==> config.mk <==
export PLATFORM = sky130hd
export DESIGN_NAME = fp_add_pipe
export DESIGN_NICKNAME = d
export VERILOG_FILES = /design/src/rtl/fp_add_pipe.sv
export SDC_FILE = /design/constraint.sdc
export NUM_CORES = 1
export LEC_CHECK = 0
export BUFFER_PORTS_ARGS = -buffer_cell sky130_fd_sc_hd__clkbuf_2
export CORE_ASPECT_RATIO = 1.25
export CORE_MARGIN = 3
export CORE_UTILIZATION = 25
export DETAILED_ROUTE_END_ITERATION = 10
export PLACE_DENSITY = 0.43
export SLEW_MARGIN = 10
export SYNTH_ARGS = -nofsm -noshare
export SYNTH_HDL_FRONTEND = slang
export SYNTH_SLANG_ARGS = --single-unit
==> constraint.sdc <==
create_clock -name clk -period 18.59 [get_ports clk]
set_clock_uncertainty 0.1 [all_clocks]
set_input_delay 1.859 -clock clk [delete_from_list [all_inputs] [get_ports clk]]
set_output_delay 1.859 -clock clk [all_outputs]
set_load 0.02 [all_outputs]
==> src/rtl/fp_add_pipe.sv <==
// Three-stage pipelined floating-point adder/subtractor with valid/ready flow control.
// Define FP_ADD_RNE_EN for round-to-nearest-even; otherwise results are truncated.
module fp_add_pipe #(
  parameter int unsigned EXP_W = 8,
  parameter int unsigned MAN_W = 23,
  parameter int unsigned TAG_W = 4
) (
  input  logic                   clk,
  input  logic                   reset,
  input  logic                   in_valid,
  output logic                   in_ready,
  input  logic [EXP_W+MAN_W:0]   in_a,
  input  logic [EXP_W+MAN_W:0]   in_b,
  input  logic                   in_sub,
  input  logic [TAG_W-1:0]       in_tag,
  output logic                   out_valid,
  input  logic                   out_ready,
  output logic [EXP_W+MAN_W:0]   out_sum,
  output logic [TAG_W-1:0]       out_tag,
  output logic                   out_ovf,
  output logic                   out_unf
);

  localparam int unsigned W   = 1 + EXP_W + MAN_W;
  localparam int unsigned MW  = MAN_W + 4;         // hidden, frac, guard, round, sticky
  localparam int unsigned SW  = MAN_W + 5;         // MW plus carry
  localparam int unsigned LZW = $clog2(SW) + 1;
  localparam int unsigned EW  = EXP_W + LZW + 1;   // wide enough to hold negative exponents

`ifdef FP_ADD_RNE_EN
  localparam bit RneEn = 1'b1;
`else
  localparam bit RneEn = 1'b0;
`endif

  // Pipeline registers
  logic                 s1_valid_q, s1_sign_q, s1_sub_q;
  logic [EXP_W-1:0]     s1_exp_q;
  logic [MW-1:0]        s1_man_l_q, s1_man_s_q;
  logic [TAG_W-1:0]     s1_tag_q;

  logic                 s2_valid_q, s2_sign_q;
  logic [EXP_W-1:0]     s2_exp_q;
  logic [SW-1:0]        s2_sum_q;
  logic [TAG_W-1:0]     s2_tag_q;

  logic                 out_valid_q, out_ovf_q, out_unf_q;
  logic [W-1:0]         out_sum_q;
  logic [TAG_W-1:0]     out_tag_q;

  logic advance, accept;

  assign advance  = !out_valid_q || out_ready;
  assign accept   = in_valid && advance;
  assign in_ready = advance;

  // ---------------------------------------------------------------------------
  // Stage 1: unpack, effective sign, magnitude compare, align
  // ---------------------------------------------------------------------------
  logic             a_zero, b_zero, b_sign;
  logic [W-2:0]     a_mag, b_mag;
  logic [MW-1:0]    a_man, b_man, l_man, s_man, shifted;
  logic [EXP_W-1:0] l_exp, s_exp, diff;
  logic             l_sign, s_sign;
  logic             s1_sign_d, s1_sub_d;
  logic [EXP_W-1:0] s1_exp_d;
  logic [MW-1:0]    s1_man_l_d, s1_man_s_d;

  always_comb begin
    a_zero = (in_a[W-2:MAN_W] == '0);
    b_zero = (in_b[W-2:MAN_W] == '0);
    b_sign = in_b[W-1] ^ in_sub;
    // Exponent-zero inputs are flushed to a true zero magnitude.
    a_mag  = a_zero ? '0 : in_a[W-2:0];
    b_mag  = b_zero ? '0 : in_b[W-2:0];
    a_man  = a_zero ? '0 : {1'b1, in_a[MAN_W-1:0], 3'b000};
    b_man  = b_zero ? '0 : {1'b1, in_b[MAN_W-1:0], 3'b000};

    if (a_mag >= b_mag) begin
      l_sign = in_a[W-1];
      s_sign = b_sign;
      l_exp  = in_a[W-2:MAN_W];
      s_exp  = in_b[W-2:MAN_W];
      l_man  = a_man;
      s_man  = b_man;
    end else begin
      l_sign = b_sign;
      s_sign = in_a[W-1];
      l_exp  = in_b[W-2:MAN_W];
      s_exp  = in_a[W-2:MAN_W];
      l_man  = b_man;
      s_man  = a_man;
    end

    diff    = l_exp - s_exp;
    shifted = '0;
    if (32'(diff) >= MW) begin
      s1_man_s_d = {{(MW-1){1'b0}}, |s_man};
    end else begin
      shifted    = s_man >> diff;
      // Any bit shifted past the sticky position folds into it.
      s1_man_s_d = shifted | {{(MW-1){1'b0}}, ((shifted << diff) != s_man)};
    end

    s1_sign_d  = l_sign;
    s1_sub_d   = l_sign ^ s_sign;
    s1_exp_d   = l_exp;
    s1_man_l_d = l_man;
  end

  // ---------------------------------------------------------------------------
  // Stage 2: mantissa add/sub (larger minus smaller, never negative)
  // ---------------------------------------------------------------------------
  logic [SW-1:0] s2_sum_d;

  always_comb begin
    if (s1_sub_q) begin
      s2_sum_d = {1'b0, s1_man_l_q} - {1'b0, s1_man_s_q};
    end else begin
      s2_sum_d = {1'b0, s1_man_l_q} + {1'b0, s1_man_s_q};
    end
  end

  // ---------------------------------------------------------------------------
  // Stage 3: leading-one detect, normalise, round, pack, flags
  // ---------------------------------------------------------------------------
  logic [LZW-1:0]   lz;
  logic [MW-1:0]    norm;
  logic [EW-1:0]    exp_base, exp_n, exp_r, exp_max;
  logic [MAN_W+1:0] rounded;
  logic [MAN_W-1:0] frac_r;
  logic             g, r, st, rnd_up;
  logic [W-1:0]     out_sum_d;
  logic             out_ovf_d, out_unf_d;

  always_comb begin
    lz = '0;
    for (int i = 0; i < int'(SW) - 1; i++) begin
      if (s2_sum_q[i]) lz = LZW'(int'(SW) - 2 - i);
    end
  end

  always_comb begin
    exp_base = {{(EW-EXP_W){1'b0}}, s2_exp_q};
    exp_max  = {{(EW-EXP_W){1'b0}}, {EXP_W{1'b1}}};

    if (s2_sum_q[SW-1]) begin
      norm  = {s2_sum_q[SW-1:2], |s2_sum_q[1:0]};
      exp_n = exp_base + EW'(1);
    end else begin
      norm  = s2_sum_q[SW-2:0] << lz;
      exp_n = exp_base - EW'(lz);
    end

    g       = norm[2];
    r       = norm[1];
    st      = norm[0];
    rnd_up  = RneEn & g & (r | st | norm[3]);
    rounded = {1'b0, norm[MW-1:3]} + (MAN_W+2)'(rnd_up);

    // Rounding carry-out: mantissa becomes 1.0, exponent bumps.
    if (rounded[MAN_W+1]) begin
      frac_r = rounded[MAN_W:1];
      exp_r  = exp_n + EW'(1);
    end else begin
      frac_r = rounded[MAN_W-1:0];
      exp_r  = exp_n;
    end

    out_sum_d = {s2_sign_q, exp_r[EXP_W-1:0], frac_r};
    out_ovf_d = 1'b0;
    out_unf_d = 1'b0;
    if (s2_sum_q == '0) begin
      out_sum_d = '0;
    end else if (!exp_r[EW-1] && (exp_r >= exp_max)) begin
      out_sum_d = {s2_sign_q, {EXP_W{1'b1}}, {MAN_W{1'b0}}};
      out_ovf_d = 1'b1;
    end else if (exp_r[EW-1] || (exp_r == '0)) begin
      out_sum_d = '0;
      out_unf_d = 1'b1;
    end
  end

  // ---------------------------------------------------------------------------
  // State: all stages move together on advance
  // ---------------------------------------------------------------------------
  always_ff @(posedge clk) begin
    if (!reset) begin
      s1_valid_q  <= 1'b0;
      s1_sign_q   <= 1'b0;
      s1_sub_q    <= 1'b0;
      s1_exp_q    <= '0;
      s1_man_l_q  <= '0;
      s1_man_s_q  <= '0;
      s1_tag_q    <= '0;
      s2_valid_q  <= 1'b0;
      s2_sign_q   <= 1'b0;
      s2_exp_q    <= '0;
      s2_sum_q    <= '0;
      s2_tag_q    <= '0;
      out_valid_q <= 1'b0;
      out_sum_q   <= '0;
      out_tag_q   <= '0;
      out_ovf_q   <= 1'b0;
      out_unf_q   <= 1'b0;
    end else if (advance) begin
      s1_valid_q  <= accept;
      s1_sign_q   <= s1_sign_d;
      s1_sub_q    <= s1_sub_d;
      s1_exp_q    <= s1_exp_d;
      s1_man_l_q  <= s1_man_l_d;
      s1_man_s_q  <= s1_man_s_d;
      s1_tag_q    <= in_tag;
      s2_valid_q  <= s1_valid_q;
      s2_sign_q   <= s1_sign_q;
      s2_exp_q    <= s1_exp_q;
      s2_sum_q    <= s2_sum_d;
      s2_tag_q    <= s1_tag_q;
      out_valid_q <= s2_valid_q;
      out_sum_q   <= out_sum_d;
      out_tag_q   <= s2_tag_q;
      out_ovf_q   <= out_ovf_d;
      out_unf_q   <= out_unf_d;
    end
  end

  assign out_valid = out_valid_q;
  assign out_sum   = out_sum_q;
  assign out_tag   = out_tag_q;
  assign out_ovf   = out_ovf_q;
  assign out_unf   = out_unf_q;

endmodule

# Word level (Yosys, flattened, before mapping)
# Cells that the tools add are included.
classes:
  add_sub_neg: 5
  n_lt_le_gt_ge: 3
  eq_ne: 1
  shifts: 3
  mux: 49
  bitwise_logic: 3
  n_reduce_logical: 12
ops:
  columns: ["operator", "n"]
  rows:
  - ["$mux 6", 26]
  - ["$mux 27", 5]
  - ["$mux 32", 3]
  - ["$mux 31", 2]
  - ["$ge 31x31->1", 1]
  - ["$add 27x27->28", 1]
  - ["$logic_not 28->1", 1]
  - ["$mux 28", 1]
  - ["$sub 27x27->28", 1]
  - ["$ne 27x27->1", 1]
  - ["$or 27x1->27", 1]
  - ["$reduce_or 27->1", 1]
  - ["$shl 27x6->26", 1]
  - ["$shl 27x8->27", 1]
  - ["$shr 27x8->27", 1]
  - ["$mux 26", 1]
  - ["$logic_not 8->1", 2]
  - ["$mux 8", 2]
  - ["$ge 15x8->1 const B", 1]
  - ["$logic_not 15->1", 1]
  - ["$mux 15", 1]
  - ["$add 8x1->9 const B", 1]
  - ["$sub 8x6->9", 1]
  - ["$ge 8x5->1 const B", 1]
  - ["8 further kinds", 18]
word_totals:
  regBits: 150
  in_bits: 73

# Logic depth before layout (Yosys ltp)
depth:
  depth_word: 34
  depth_mapped: 38

# Worst setup path after synthesis
# OpenSTA, ideal clock, no wires.
synth_timing:
  path_type: "input port to flip-flop"
  start: "input in_a[23]"
  end: "register s1_man_s_q[0]"
  setup_time_ns: 0.074
  arrival_time_ns: 9.558
  t_required_ns: 18.416
  setup_slack_ns: 8.858
  path_stages: 34
  cell_sequence: "clkbuf_1 > nor4_1 > nand2_1 > clkbuf_1 > clkbuf_1 > clkbuf_1 > and2_1 > ha_1 > a21oi_1 > o21ai_1 > a311oi_1 > nand3_1 > nor2_1 > buf_2 > clkbuf_1 > buf_1 > clkbuf_1 > nor2_1 > a22oi_1 > ha_1 > clkbuf_1 > clkinv_1 > buf_1 > clkbuf_1 > mux4_2 > a22o_1 > o2111a_1 > mux2i_1 > nor2_1 > a2111oi_1 > a2111oi_2 > nand4_1 > nor3_1 > a31oi_1"
synth_between:
  elab_chain_cells: 10
  word_cells_on_any_way: 15
synth_rtl:
  columns: ["element", "line", "text"]
  rows:
  - ["from (decl)", "12", "input logic [EXP_W+MAN_W:0] in_a,"]
  - ["$logic_not 8->1", "70", "a_zero = (in_a[W-2:MAN_W] == '0);"]
  - ["$mux 31", "74", "a_mag = a_zero ? '0 : in_a[W-2:0];"]
  - ["$ge 31x31->1", "79", "if (a_mag >= b_mag) begin"]
  - ["$mux 8", "79", null]
  - ["$sub 8x8->8", "95", "diff = l_exp - s_exp;"]
  - ["$shr 27x8->27", "100", "shifted = s_man >> diff;"]
  - ["$shl 27x8->27", "102", "s1_man_s_d = shifted | {{(MW-1){1'b0}}, ((shifted << diff) != s_man)};"]
  - ["$ne 27x27->1", "102", null]
  - ["$or 27x1->27", "102", null]
  - ["$mux 27 *", "97", "if (32'(diff) >= MW) begin"]
  - ["to (signal assigned)", "212", "s1_man_s_q <= s1_man_s_d;"]
  - ["to (decl)", "39", "logic [MW-1:0] s1_man_l_q, s1_man_s_q;"]
# Every way passes the cells marked *; elsewhere a longest branch is shown, timed or not.
# A chain may end at the register's enable or synchronous reset.

# Worst setup path after layout
# Same ends and word-level chain as after synthesis.

==> out/qor.txt <==
Mean Syn Cell Area - 7.20 sq um
first-pass GRT wire length - 94800 microns
worst slack at placement - 8.49 ns
Hold Fails Final Rpt - 0
DRT antenna net count - 0
pwr dens - 136 nW/um^2
clock network latency to the later pin of the worst-skew pair - 0.45 ns
Main synth FF type - dfxtp_1
Synth Area in Adders - 0.0542
Crit path required time - 18.82 ns
MaxCap Viol Count - 0
TritonRoute pass-1 iters - 6
Via density - 5.57
initial antenna violation count - 0
Seq cells post-synth - 147
CTS buffer count - 17
period utilization - 0.527
Syn Nets - 2233
fmax - 0.102 GHz
Die W - 226 microns
placed instance area - 16200 sq um
DR DRC count - 0
CTS Sinks - 147
Synth top area share - 0.195
post_cts resized - 0
Buffers on Ports - 112
largest net degree at the start of global routing - 130
Iteration-0 DRC Markers - 1150
row cnt - 100
number of global-route vias before repair - 15200
unrepaired setup endpoints after global routing - no
Crit Path Max Fanout - 53
post-layout minimum cycle time - 9.80 ns
critical path launch point type - primary input
Slew HR - 0.290
Async S/R FF share, synth - 0
register area share after synthesis - 0.195
Final nets - 2226
grt ovf - 0
Die H - 281 microns
Compound-Gate Fraction of Synth Area - 0.314
CP arrival - 10.04 ns
layout cell share with drive strength beyond 1 - 0.122
Min Hold Slack - 0.362 ns
post-DP HPWL - 47700 microns
Post-Syn Instances - 2096
area delta synth->final - 11.7%
proportion of synthesized area in mux cells - 0.0894
xor-xnor portion of the synthesized cell area - 0.0394
area leader, netlist - dfxtp_1
H-tree depth - 4
io pins - 113
setup tns final - 0 ns
Vias - 16000
synthesized area - 15100 sq um
Max stage delay cell, worst path - o32ai_1
simple-gate share of the synthesized area - 0.253
HP Class - reg2reg
Worst VDD drop - 0.0827 mV
Clock Tree Buf Depth - 2
critical path class - in2reg
final wirelength - 61900 microns
synth warn - 0
Starting Density - 0.253
CTS tree - done
Cell variety after synth - 98
Leakage Power - 0.00665 uW
Final GP Congestion - 0.937
largest family of logic cells by synthesized area - compound AO/OA/AOI/OAI gates
clock-pin slew on the worst setup and hold paths - 0.08 ns
cts hold-fix bufs - 0
fin. max-slew vios - 0
routed len/inst - 21.6 microns
Worst path max stage delay - 0.68 ns
Critical Path Sink Type - register
crit path setup slack, layout - 8.79 ns
Synth area leaders - dfxtp_1, nand2_1, a21oi_1
Slew @ Worst Pin - 1.07 ns
clk root buf - clkbuf_16
status - complete, no violations
GRT Overall Usage - 0.191
setup repair bufs after CTS - 0
Post-synth EDFFs - 0
full die area - 63400 sq um
Core ar. - 59700 sq um
endpoints failing setup - 0
Final Cell Area - 16800 sq um
Antenna Diode Count - 0
[per-layer routing]
layer / track usage / part of all wire / vias up
met5: 0 / 0 / -
met4: 0.0739 / 0.038 / 0
met3: 0.0223 / 0.048 / 98
met2: 0.327 / 0.48 / 515
met1: 0.243 / 0.43 / 7671
li1: - / - / 7688
[kinds of logic after synthesis]
| logic type | Yosys count |
|---|---|
| multiplexers | 113 |
| flip-flops | 147 |
| XOR/XNOR | 67 |
| AND/OR/NAND/NOR | 818 |
| AO/OA/AOI/OAI | 677 |
| buffers and inverters | 209 |
| adder cells (fa/ha/maj) | 65 |
[worst paths after layout]
kind          startpoint             to  slack, ns  cells after the start
max             in_a[23]  s1_man_s_q[0]       8.79                     28
min           out_tag[1]     out_tag[1]       0.36                      2
max reg2reg  s2_sum_q[4]    out_sum[21]      11.29                     28
min reg2reg   out_tag[1]     out_tag[1]       0.36                      2
[power by group]
part	internal, uW	switching, uW	leakage [uW]
clock network	196	170	0.000307
registers	374	79.2	0.00121
logic	551	926	0.00514
[layout make-up]
cell class                 count  area (sq um)
multi-input combinational   1740         11400
clock inverter                15           208
clock buffer                  17           425
tap                          765           957
sequential                   147          2940
fill                        6502         42800
timing repair buffer         140           786
inverter                      43           163
[sequential cells by signal (all words and copies together), names as in the netlist, 4 cells and up]
name	flops
s2_tag_q	4
out_tag	4
s1_exp_q	8
out_sum	32
s2_exp_q	8
s1_man_s_q	27
s1_man_l_q	24
s2_sum_q	28
s1_tag_q	4
[synthesized netlist by cell type, types with 15 or more instances]
cell type,instances
nand2_1,350
a21oi_1,164
dfxtp_1,147
nor2_1,138
clkbuf_1,129
o21ai_0,109
mux2i_1,74
nor3_1,70
ha_1,63
nand3_1,54
and2_1,53
o211ai_1,50
a21boi_0,49
xnor2_1,49
nor2b_1,47
inv_1,39
o211a_1,34
a211oi_1,30
a22oi_1,30
mux2_2,23
nor4_1,23
o31ai_1,22
buf_1,19
a221oi_1,17
o21a_1,17
xor2_1,17
nand2b_1,16
mux4_2,15
[critical path, delay by kind of cell]
family / cells / cell delay [ns]
AO/OA/AOI/OAI: 9 / 2.24
adder cells (fa/ha/maj): 2 / 0.59
buffers and inverters: 4 / 1.57
multiplexers: 2 / 0.37
AND/OR/NAND/NOR: 11 / 3.35
[cell usage in the layout (no fill, tap or decap), drive strengths merged, types with 20 or more instances in the layout]
master and instances:
nand2 351, buf 29, ha 63, o211a 34, nor4 25, o21ai 120, nor2b 47, mux2i 74
o31ai 22, nand3 54, a221oi 20, nor3 71, dfxtp 147, a21boi 50, xnor2 49, mux2 24
a211oi 35, and2 54, a21oi 167, a22oi 31, nor2 138, o211ai 52, inv 47, clkbuf 128
[stage by stage]
stage                     instances   util  total power, uW
after floorplan                2096      -             1500
after global placement         2835  0.272             1920
after detailed placement       2835  0.272             1920
after CTS                      2867  0.282             2300
after global routing           2867  0.282             2460
final                          2867  0.282             2300
Note: power is estimated with default switching activity, not from simulation.
